### config.mk
export PLATFORM = sky130hd
export DESIGN_NAME = serial_addsub
export DESIGN_NICKNAME = d
export VERILOG_FILES = /design/src/rtl/serial_addsub_pkg.sv /design/src/rtl/fas.sv /design/src/rtl/serial_addsub.sv
export SDC_FILE = /design/constraint.sdc
export NUM_CORES = 1
export LEC_CHECK = 0
export CORE_MARGIN = 2
export CORE_UTILIZATION = 35
export DETAILED_ROUTE_END_ITERATION = 8
export GPL_ROUTABILITY_DRIVEN = 0
export PLACE_DENSITY = 0.6
export SETUP_SLACK_MARGIN = 0.1
export SYNTH_ARGS = -nofsm -noshare
export SYNTH_HDL_FRONTEND = slang
export SYNTH_HIERARCHICAL = 1
export SYNTH_SLANG_ARGS = --single-unit
export TNS_END_PERCENT = 100
### constraint.sdc
create_clock -name clk -period 1.6 [get_ports clk]
set_clock_uncertainty 0.2 [all_clocks]
set_input_delay 0.32 -clock clk [delete_from_list [all_inputs] [get_ports clk]]
set_output_delay 0.32 -clock clk [all_outputs]
set_load 0.05 [all_outputs]
### src/rtl/serial_addsub_pkg.sv
// serial_addsub_pkg
// Shared types and constants for the bit-serial add/subtract sequencer.
//   state_e : sequencer state (IDLE, RUN, DONE)
//   OP_ADD  : operation select value for A+B
//   OP_SUB  : operation select value for A-B
package serial_addsub_pkg;

  typedef enum logic [1:0] {
    IDLE = 2'd0,
    RUN  = 2'd1,
    DONE = 2'd2
  } state_e;

  localparam logic OP_ADD = 1'b1;
  localparam logic OP_SUB = 1'b0;

endpackage

### src/rtl/fas.sv
// fas
// Single-bit full adder / full subtractor cell (functional model).
// Ports:
//   a, b  : operand bits
//   cin   : carry-in (add) or borrow-in (subtract)
//   a_ns  : 1 = add, 0 = subtract
//   s     : sum / difference bit
//   cout  : carry-out (add) or borrow-out of a-b-cin (subtract)
module fas (
  input  logic a,
  input  logic b,
  input  logic cin,
  input  logic a_ns,
  output logic s,
  output logic cout
);

  // Subtraction reuses the adder majority with a inverted: that is the
  // borrow of a-b-cin, while the difference bit equals the sum bit.
  logic a_eff;

  assign a_eff = a_ns ? a : ~a;
  assign s     = a ^ b ^ cin;
  assign cout  = (a_eff & b) | (a_eff & cin) | (b & cin);

endmodule

### src/rtl/serial_addsub.sv
// serial_addsub
// Bit-serial add/subtract sequencer around one fas cell. Operands are fed
// LSB first, one bit pair per clock; the carry/borrow is registered between
// bits and the sum bits are shifted into the result from the MSB end.
// Ports:
//   clk, rst_n : clock (rising edge), async active-low reset
//   start      : request pulse, sampled only when not busy
//   a_ns_i     : 1 = add, 0 = subtract
//   a_i, b_i   : operands, captured on an accepted start
//   busy       : high while bits are being processed
//   done       : one-cycle pulse, result valid from this cycle on
//   result     : sum/difference modulo 2^WIDTH
//   carry      : final carry-out (add) or borrow-out (subtract)
module serial_addsub
  import serial_addsub_pkg::*;
#(
  parameter int WIDTH = 8
) (
  input  logic             clk,
  input  logic             rst_n,
  input  logic             start,
  input  logic             a_ns_i,
  input  logic [WIDTH-1:0] a_i,
  input  logic [WIDTH-1:0] b_i,
  output logic             busy,
  output logic             done,
  output logic [WIDTH-1:0] result,
  output logic             carry
);

  localparam int CW = $clog2(WIDTH + 1);

  state_e           state_q, state_d;
  logic [WIDTH-1:0] a_q, a_d;
  logic [WIDTH-1:0] b_q, b_d;
  logic [WIDTH-1:0] res_q, res_d;
  logic [CW-1:0]    cnt_q, cnt_d;
  logic             op_q, op_d;
  logic             cy_q, cy_d;

  logic cell_s;
  logic cell_cout;

  fas u_fas (
    .a    (a_q[0]),
    .b    (b_q[0]),
    .cin  (cy_q),
    .a_ns (op_q),
    .s    (cell_s),
    .cout (cell_cout)
  );

  always_ff @(posedge clk or negedge rst_n) begin
    if (!rst_n) begin
      state_q <= IDLE;
      a_q     <= '0;
      b_q     <= '0;
      res_q   <= '0;
      cnt_q   <= '0;
      op_q    <= 1'b0;
      cy_q    <= 1'b0;
    end else begin
      state_q <= state_d;
      a_q     <= a_d;
      b_q     <= b_d;
      res_q   <= res_d;
      cnt_q   <= cnt_d;
      op_q    <= op_d;
      cy_q    <= cy_d;
    end
  end

  always_comb begin
    state_d = state_q;
    a_d     = a_q;
    b_d     = b_q;
    res_d   = res_q;
    cnt_d   = cnt_q;
    op_d    = op_q;
    cy_d    = cy_q;
    case (state_q)
      // DONE accepts start exactly like IDLE so operations can run back to back.
      IDLE, DONE: begin
        if (start) begin
          a_d     = a_i;
          b_d     = b_i;
          op_d    = a_ns_i;
          cy_d    = 1'b0;
          cnt_d   = '0;
          res_d   = '0;
          state_d = RUN;
        end else if (state_q == DONE) begin
          state_d = IDLE;
        end
      end
      RUN: begin
        a_d   = a_q >> 1;
        b_d   = b_q >> 1;
        // After WIDTH shifts the first (LSB) sum bit has reached bit 0.
        res_d = {cell_s, res_q[WIDTH-1:1]};
        cy_d  = cell_cout;
        cnt_d = cnt_q + 1'b1;
        if (cnt_q == CW'(WIDTH - 1)) state_d = DONE;
      end
      default: state_d = IDLE;
    endcase
  end

  assign busy   = (state_q == RUN);
  assign done   = (state_q == DONE);
  assign result = res_q;
  assign carry  = cy_q;

endmodule

==> flow_summary.ini, run 1 <==
[status]
status = finished, violations left
violations = negative setup slack

[job]
maxCapViolCount = 0

[route]
ant_nets = 0
drt_pre_antenna_iters = 4
via_count = 1003
post_drt_wl_per_cell_microns = 14.6
vias_per_cell = 5.07
drt_first_iter_violations = 18
drcViolationCount = 0
wirelength_microns = 2890

[worst_setup_path]
cp.arrival_ns = 1.09
crit_path_max_fanout = 2
required_ns = 1.08
startpoint_type = register
end_kind = primary output
path_class = reg -> out

[sta]
finalHoldViolCount = 0
slew_headroom_pct = 78.0
rsz0062_at_grt = true
hold_ws_ns = 0.134
finalCritPeriodShare_pct = 100
layout_setup_ws_ns = -0.00655
setup_violations = 1
max_freq_mhz = 622
finalCriticalPeriod_ns = 1.61
slew_viol_final = 0
tightest_slew_ns = 0.330

[placed_design]
port_buffers = 30
dp.final_hpwl_microns = 1920
dp_cells = 185

[clock_network]
cts_buffers = 5
cts_root_buffer = clkbuf_8
numClockSinks = 32
clk_latency_ns = 0.29
htree_levels = 2
tritoncts = done
clk_pin_slew_worst_paths_ns = 0.06
clock_tree.buffer_depth = 2

[grt]
grt_pass1_vias = 1048
grt_max_degree = 33
grt_pass1_wl_microns = 4940
track_usage_pct = 15.3
grt_overflow = 0
antenna_found_initial = 0

[power]
power_frac_clock_pct = 13.8
switching_share_pct = 37.7
power.switching_mw = 1.74
irDropWorstVdd_uv = 825
pwr-share-comb_pct = 53.8
powerDensity_nw_per_um2 = 2240
internal-power_mw = 2.87
cellLeakagePower_nw = 1.02
seqPwrFrac_pct = 32.4

[finish]
drive_gt1_share_pct = 24.7
syn_to_final_growth_pct = 49.7
fin_util_pct = 55.3
fin_nets = 170
antenna_cells = 0
fin_cells = 198

[logic_synthesis]
synth_cell_types = 19
syn_area_per_cell_sq_um = 13.1
ys.warnings.count = 6
synthCells = 105
synth_nets = 126
synth_area_sq_um = 1370
yosys_register_bits = 32
ys_seq_area_share_pct = 58.3

[die]
die_w_microns = 66.6
ios = 31
die-area_sq_um = 4440
core_sq_um = 3720
start_util_pct = 36.9
die_h_microns = 66.6
rows = 22

[hold_path]
hold_path_class = in -> reg
==> synthesized netlist by cell type <==
| cell | count | area (sq um) |
|---|---|---|
| nor2_4 | 1 | 11.3 |
| buf_2 | 4 | 20.0 |
| nor2b_1 | 3 | 18.8 |
| nor3b_1 | 1 | 7.51 |
| dfrtp_1 | 32 | 801 |
| a21o_1 | 14 | 105 |
| xnor2_1 | 4 | 35.0 |
| nand4_1 | 1 | 6.26 |
| mux2i_1 | 2 | 20.0 |
| buf_4 | 1 | 7.51 |
| o21ai_0 | 1 | 5.00 |
| a22o_1 | 27 | 236 |
| nor2b_2 | 1 | 8.76 |
| nor2_1 | 1 | 3.75 |
| maj3_2 | 1 | 11.3 |
| nand2_1 | 6 | 22.5 |
| buf_6 | 3 | 33.8 |
| ha_1 | 1 | 12.5 |
| nand2b_1 | 1 | 6.26 |
==> metrics by stage <==
stage	total power, mW	TNS [ns]	area [sq um]	worst slack (ns)
6_report	4.61	-0.00655	2050	-0.00655
2_1_floorplan	2.88	0	1380	0.0936
3_3_place_gp	3.71	-6.78	1870	-0.270
4_1_cts	4.53	-0.0311	2010	-0.0143
3_5_place_dp	3.77	-7.80	1870	-0.312
5_1_grt	4.90	-0.0954	2050	-0.0517
==> kinds of logic after synthesis <==
family	count (synthesis)	share of synthesized area [%]
and+or+nand+nor	15	6.20
AOI/OAI and AO/OA	42	25.3
DFF	32	58.3
muxes	2	1.46
buffers and inverters	8	4.47
adders and majority gates	2	1.73
xor gates and xnor gates	4	2.55
==> power groups by stage <==
stage	Combinational, mW	Sequential [mW]	Clock [mW]
floorplan	1.14	1.74	0
global placement	2.22	1.49	0
detailed placement	2.27	1.50	0
CTS	2.38	1.49	0.658
global route	2.65	1.54	0.697
finish	2.48	1.49	0.636
==> final cells by class <==
type,instances,area (sq um)
clock buffer,8,90.1
fill,356,1660
multi-input combinational,66,542
sequential,32,801
tap,48,60.1
timing repair buffer,44,562
==> metal layers <==
metal  GRT usage, %  wire length, microns  vias to the layer above
li1               -                     -                      475
met1           19.5                  1300                      499
met2           22.9                  1380                       22
met3           6.08                   145                        7
met4           6.89                    63                        0
met5              0                     0                        -
==> critical path, stage by stage, from the launching register on <==
cell and delay [ns]:
dfrtp_1 0.40, nor2b_4 0.15, buf_6 0.12, buf_12 0.12
==> path summary, 6_finish.rpt <==
path	start	to	slack, ns	cells after the start
max in group asynchronous	rst_n	b_q[5]$_DFFE_PN0P_	0.83	2
min in group asynchronous	rst_n	a_q[3]$_DFFE_PN0P_	0.19	2
min reg2reg	a_q[1]$_DFFE_PN0P_	a_q[1]$_DFFE_PN0P_	0.28	1
min	start	state_q[0]$_DFFE_PN0P_	0.13	3
max reg2reg	state_q[0]$_DFFE_PN0P_	b_q[1]$_DFFE_PN0P_	0.05	5
max	state_q[1]$_DFFE_PN0P_	busy	-0.007	3
==> timing repair <==
item,in CTS,in global routing
cloned,1,0
endpoints found under the hold margin,0,0
pin swaps,1,3
hold buffers,0,0
resized for setup,5,5
setup buffers,2,2
setup endpoints to repair,29,29
==> cell usage in the layout, fill, tap and decap left out <==
cell	synthesis	layout
nand2_1	6	6
o21ai_0	1	1
nor2b_1	3	1
nand2b_1	1	1
a22o_1	27	27
buf_6	3	5
clkbuf_8	0	6
buf_4	1	7
ha_1	1	1
nor2b_4	0	3
clkbuf_1	0	2
clkdlybuf4s50_1	0	18
xnor2_1	4	4
nor3b_1	1	1
dfrtp_1	32	32
nand4_1	1	1
buf_12	0	13
dlymetal6s2s_1	0	1
maj3_2	1	1
a21o_1	14	14
nor2_4	1	2
nor2_1	1	1
mux2i_1	2	2
==> flip-flops by register name, indices dropped and copies added (netlist names) <==
register  count
state_q       2
cnt_q         4
carry         1
result        8
b_q           8
a_q           8
op_q          1
No activity file was read; power rests on OpenSTA's default activity.
==> run 2: changes to the inputs <==
==> constraint.sdc (replaced) <==
create_clock -name clk -period 1.6 [get_ports clk]
set_clock_uncertainty 0.2 [all_clocks]
set_input_delay 0.48 -clock clk [delete_from_list [all_inputs] [get_ports clk]]
set_output_delay 0.48 -clock clk [all_outputs]
set_load 0.05 [all_outputs]
==> flow_summary.ini, run 2 (synthesis gave the netlist of run 1 again) <==
[power]
cellLeakagePower_nw = 1.14
power_mw = 5.31
irDropWorstVdd_uv = 1010
powerDensity_nw_per_um2 = 2300

[route]
ant_nets = 0
vias_per_cell = 5.09
wirelength_microns = 3370
drt_first_iter_violations = 15
post_drt_wl_per_cell_microns = 15.7
drcViolationCount = 0
drt_pre_antenna_iters = 4
via_count = 1095

[finish]
layout_common_cells = 30 x dfrtp_1, 27 x a22o_1, 18 x clkdlybuf4s50_1
final_common_cell = dfrtp_1
fin_nets = 188
filler_cell_count = 309
syn_to_final_growth_pct = 68.5
antenna_cells = 0
fin_util_pct = 62.2
drive_gt1_share_pct = 35.9
fin_area_sq_um = 2310

[sta]
layout_setup_ws_ns = -0.139
rsz0062_at_grt = true
max_freq_mhz = 575
slew_headroom_pct = 85.3
tightest_slew_ns = 0.220
finalHoldViolCount = 0
finalCriticalPeriod_ns = 1.74
hold_ws_ns = 0.282
slew_viol_final = 0
setup_violations = 13
tns_ns = -0.353
finalCritPeriodShare_pct = 109

[clock_network]
hold_buffers = 0
cts_root_buffer = clkbuf_8
htree_levels = 2
clock_tree.buffer_depth = 2
tritoncts = done
numClockSinks = 32
cts_buffers = 5
clk_latency_ns = 0.28
clk_pin_slew_worst_paths_ns = 0.06

[die]
die-area_sq_um = 4440
die_h_microns = 66.6
die_w_microns = 66.6
ios = 31
start_util_pct = 36.9
rows = 22
core_sq_um = 3720

[job]
maxCapViolCount = 0

[worst_setup_path]
crit_path_max_fanout = 2
path_class = reg -> out
required_ns = 0.92
startpoint_type = register
cp.arrival_ns = 1.06
end_kind = primary output

[grt]
grt_pass1_wl_microns = 5640
grt_max_degree = 33
grt_overflow = 0
track_usage_pct = 17.4
grt_pass1_vias = 1194
antenna_found_initial = 0

[status]
violations = negative setup slack
status = finished, violations left

[hold_path]
hold_path_class = reg -> reg

[placed_design]
port_buffers = 30
place_area_sq_um = 1880
dp.final_hpwl_microns = 1900
==> run 2: cell types whose count changed in the layout (fill, tap and decap cells not counted), moves of 2 or more <==
cell,previous run,this run
buf_8,0,2
buf_4,7,13
dfrtp_1,32,30
buf_16,0,2
dfrtp_2,0,2
buf_6,5,8
buf_12,13,17
==> run 2: cell type report <==
cell class / instances / area (sq um) / share of cell area (%)
multi-input combinational: 67 / 569 / 24.6
clock inverter: 1 / 5.00 / 0.216
clock buffer: 6 / 72.6 / 3.14
timing repair buffer: 61 / 802 / 34.7
tap: 48 / 60.1 / 2.60
sequential: 32 / 803 / 34.7
==> run 2: metrics by stage <==
stage	cells	setup slack [ns]
floorplan	105	0.0619
global placement	182	-0.414
detailed placement	182	-0.460
CTS	213	-0.137
global route	215	-0.166
finish	215	-0.139
==> run 2: where the power goes <==
group	switching, mW	internal (mW)	leakage (nW)
sequential	0.297	1.18	0.404
combinational	1.36	1.91	0.698
clock	0.278	0.295	0.0410
==> run 2: timing repair <==
item,in CTS,in global routing
setup buffers,20,3
pin swaps,14,13
gates resized for setup,25,7
gates cloned,4,0
endpoints found under the setup margin,39,42
==> run 2: worst max-delay path: stages, from the launching register on <==
cell and delay, ns:
dfrtp_1 0.39, buf_6 0.13, nor2b_4 0.12, buf_12 0.14
==> run 2: path summary, 6_finish.rpt <==
check,start,to,slack (ns),cells after the start
worst min register to register,a_q[1]$_DFFE_PN0P_,a_q[1]$_DFFE_PN0P_,0.28,1
worst max-delay path,state_q[0]$_DFFE_PN0P_,done,-0.14,3
min in group asynchronous,rst_n,a_q[3]$_DFFE_PN0P_,0.37,2
max in group asynchronous,rst_n,carry$_DFFE_PN0P_,0.64,2
worst min-delay path,a_q[1]$_DFFE_PN0P_,a_q[1]$_DFFE_PN0P_,0.28,1
worst max register to register,state_q[0]$_DFFE_PN0P_,b_q[5]$_DFFE_PN0P_,-0.01,6
==> run 2: per-layer routing <==
metal,global-route usage [%],wire [microns],up-vias
met1,21.5,1500,553
met5,0,0,-
met4,5.61,20,0
li1,-,-,513
met2,29.6,1700,25
met3,4.39,150,4
==> RTL change: new RTL, config.mk and constraints of run 1 <==
The parameter `WIDTH` goes from 8 to 16.
--- a/src/rtl/serial_addsub.sv
+++ b/src/rtl/serial_addsub.sv
@@ -16,3 +16,3 @@
 #(
-  parameter int WIDTH = 8
+  parameter int WIDTH = 16
 ) (
Interface: changed (resized a_i, b_i and result); port bits go from 31 to 55. No check against the original RTL was run, so the function may have changed too.
==> RTL change against run 1 <==
The flow still finishes with violations (negative setup slack); global-route usage up 1.0 points; sequential share of layout area shrank 3.1 points; total power grew 96%; area after synthesis up 76%; routed wire length increased by 110%; sequential cell count up 25; sequential power rose by 82%; highest routed layer unchanged; design area rose by 94%; worst setup slack worse by 36 ps; fmax decreased by 2.2%.
==> RTL change: results (changes against run 1) <==
stage,metric,value,unit,change
run_status,status,finished with violations,,
run_status,violations,negative setup slack,,
cells_and_area,inverters,2,,+2
cells_and_area,nonClkBufAreaFrac,29.2,%,+1.9 points
synthesis,synth.distinct_cells,24,,+5
global_routing,grt_pass1_vias,1866,,+78%
worst_hold_path,whs_path_depth,1,,-2
cts,htreeDepth,3,,+1
synthesis,synth.area.top_cells,"dfrtp_1 (59%), a22oi_1 (9.3%), a22o_1 (7.2%)",,
routing,drt-total-wl,6.21,mm,+110%
sta,worst_slew_pin_slew,314,ps,-16.3 ps
synthesis,synth-xor-area-share,1.09,%,-1.5 points
placement,portBuffers,54,,+80%
synthesis,syn_area_per_cell,11.3,µm²,-14%
global_routing,use_met1,22.8,%,+3.3 points
cells_and_area,finalNetCount,328,,+93%
cells_and_area,fin_cells,374,,+89%
pwr,power.density,2270,mW/mm²,+1.3%
synthesis,ys_seq_area_share,59.0,%,+0.67 points
pwr,power_frac_seq,30.0,%,-2.4 points
routing,drt_iter0_markers,199,,+181
critical_path,rr_endpoint,b_q[15]$_DFFE_PN0P_,,
cells_and_area,nFlopsAndLatches,57,,+78%
routing,post_drt_via_cell_ratio,5.29,,+4.4%
pwr,leakagePower,1.77,nW,+74%
cts,clock_latency,330,ps,+40 ps
synthesis,synth_commonest_cells,"dfrtp_1 (57), nand2_1 (34), nand3_1 (31)",,
sta,tns,-79.5,ps,-72.9 ps
cts,postCtsSetupRepairBufs,5,,+3
routing,wl_met3,340,µm,+130%
sta,setup_ws,-42.5,ps,-36.0 ps
sta,setup_viol,2,,+1
routing,met2_wirelength,2.99,mm,+120%
## RTL change: cell count changes in the layout (fill, tap and decap cells not counted), sizes merged, moves of 16 or more
| cell | delta |
|---|---|
| nand3 | +31 |
| a22oi | +30 |
| nand2 | +28 |
| dfrtp | +25 |
| buf | +17 |
| clkdlybuf4s50 | +16 |
## RTL change: worst min-delay path by stage
stage | from | end | slack (ps)
floorplan | rst_n | a_q[0]$_DFFE_PN0P_ | -180
global placement | rst_n | state_q[1]$_DFFE_PN0P_ | 150
detailed placement | rst_n | state_q[1]$_DFFE_PN0P_ | 150
CTS | cnt_q[3]$_DFFE_PN0P_ | cnt_q[3]$_DFFE_PN0P_ | 270
global route | cnt_q[3]$_DFFE_PN0P_ | cnt_q[3]$_DFFE_PN0P_ | 310
finish | cnt_q[3]$_DFFE_PN0P_ | cnt_q[3]$_DFFE_PN0P_ | 270
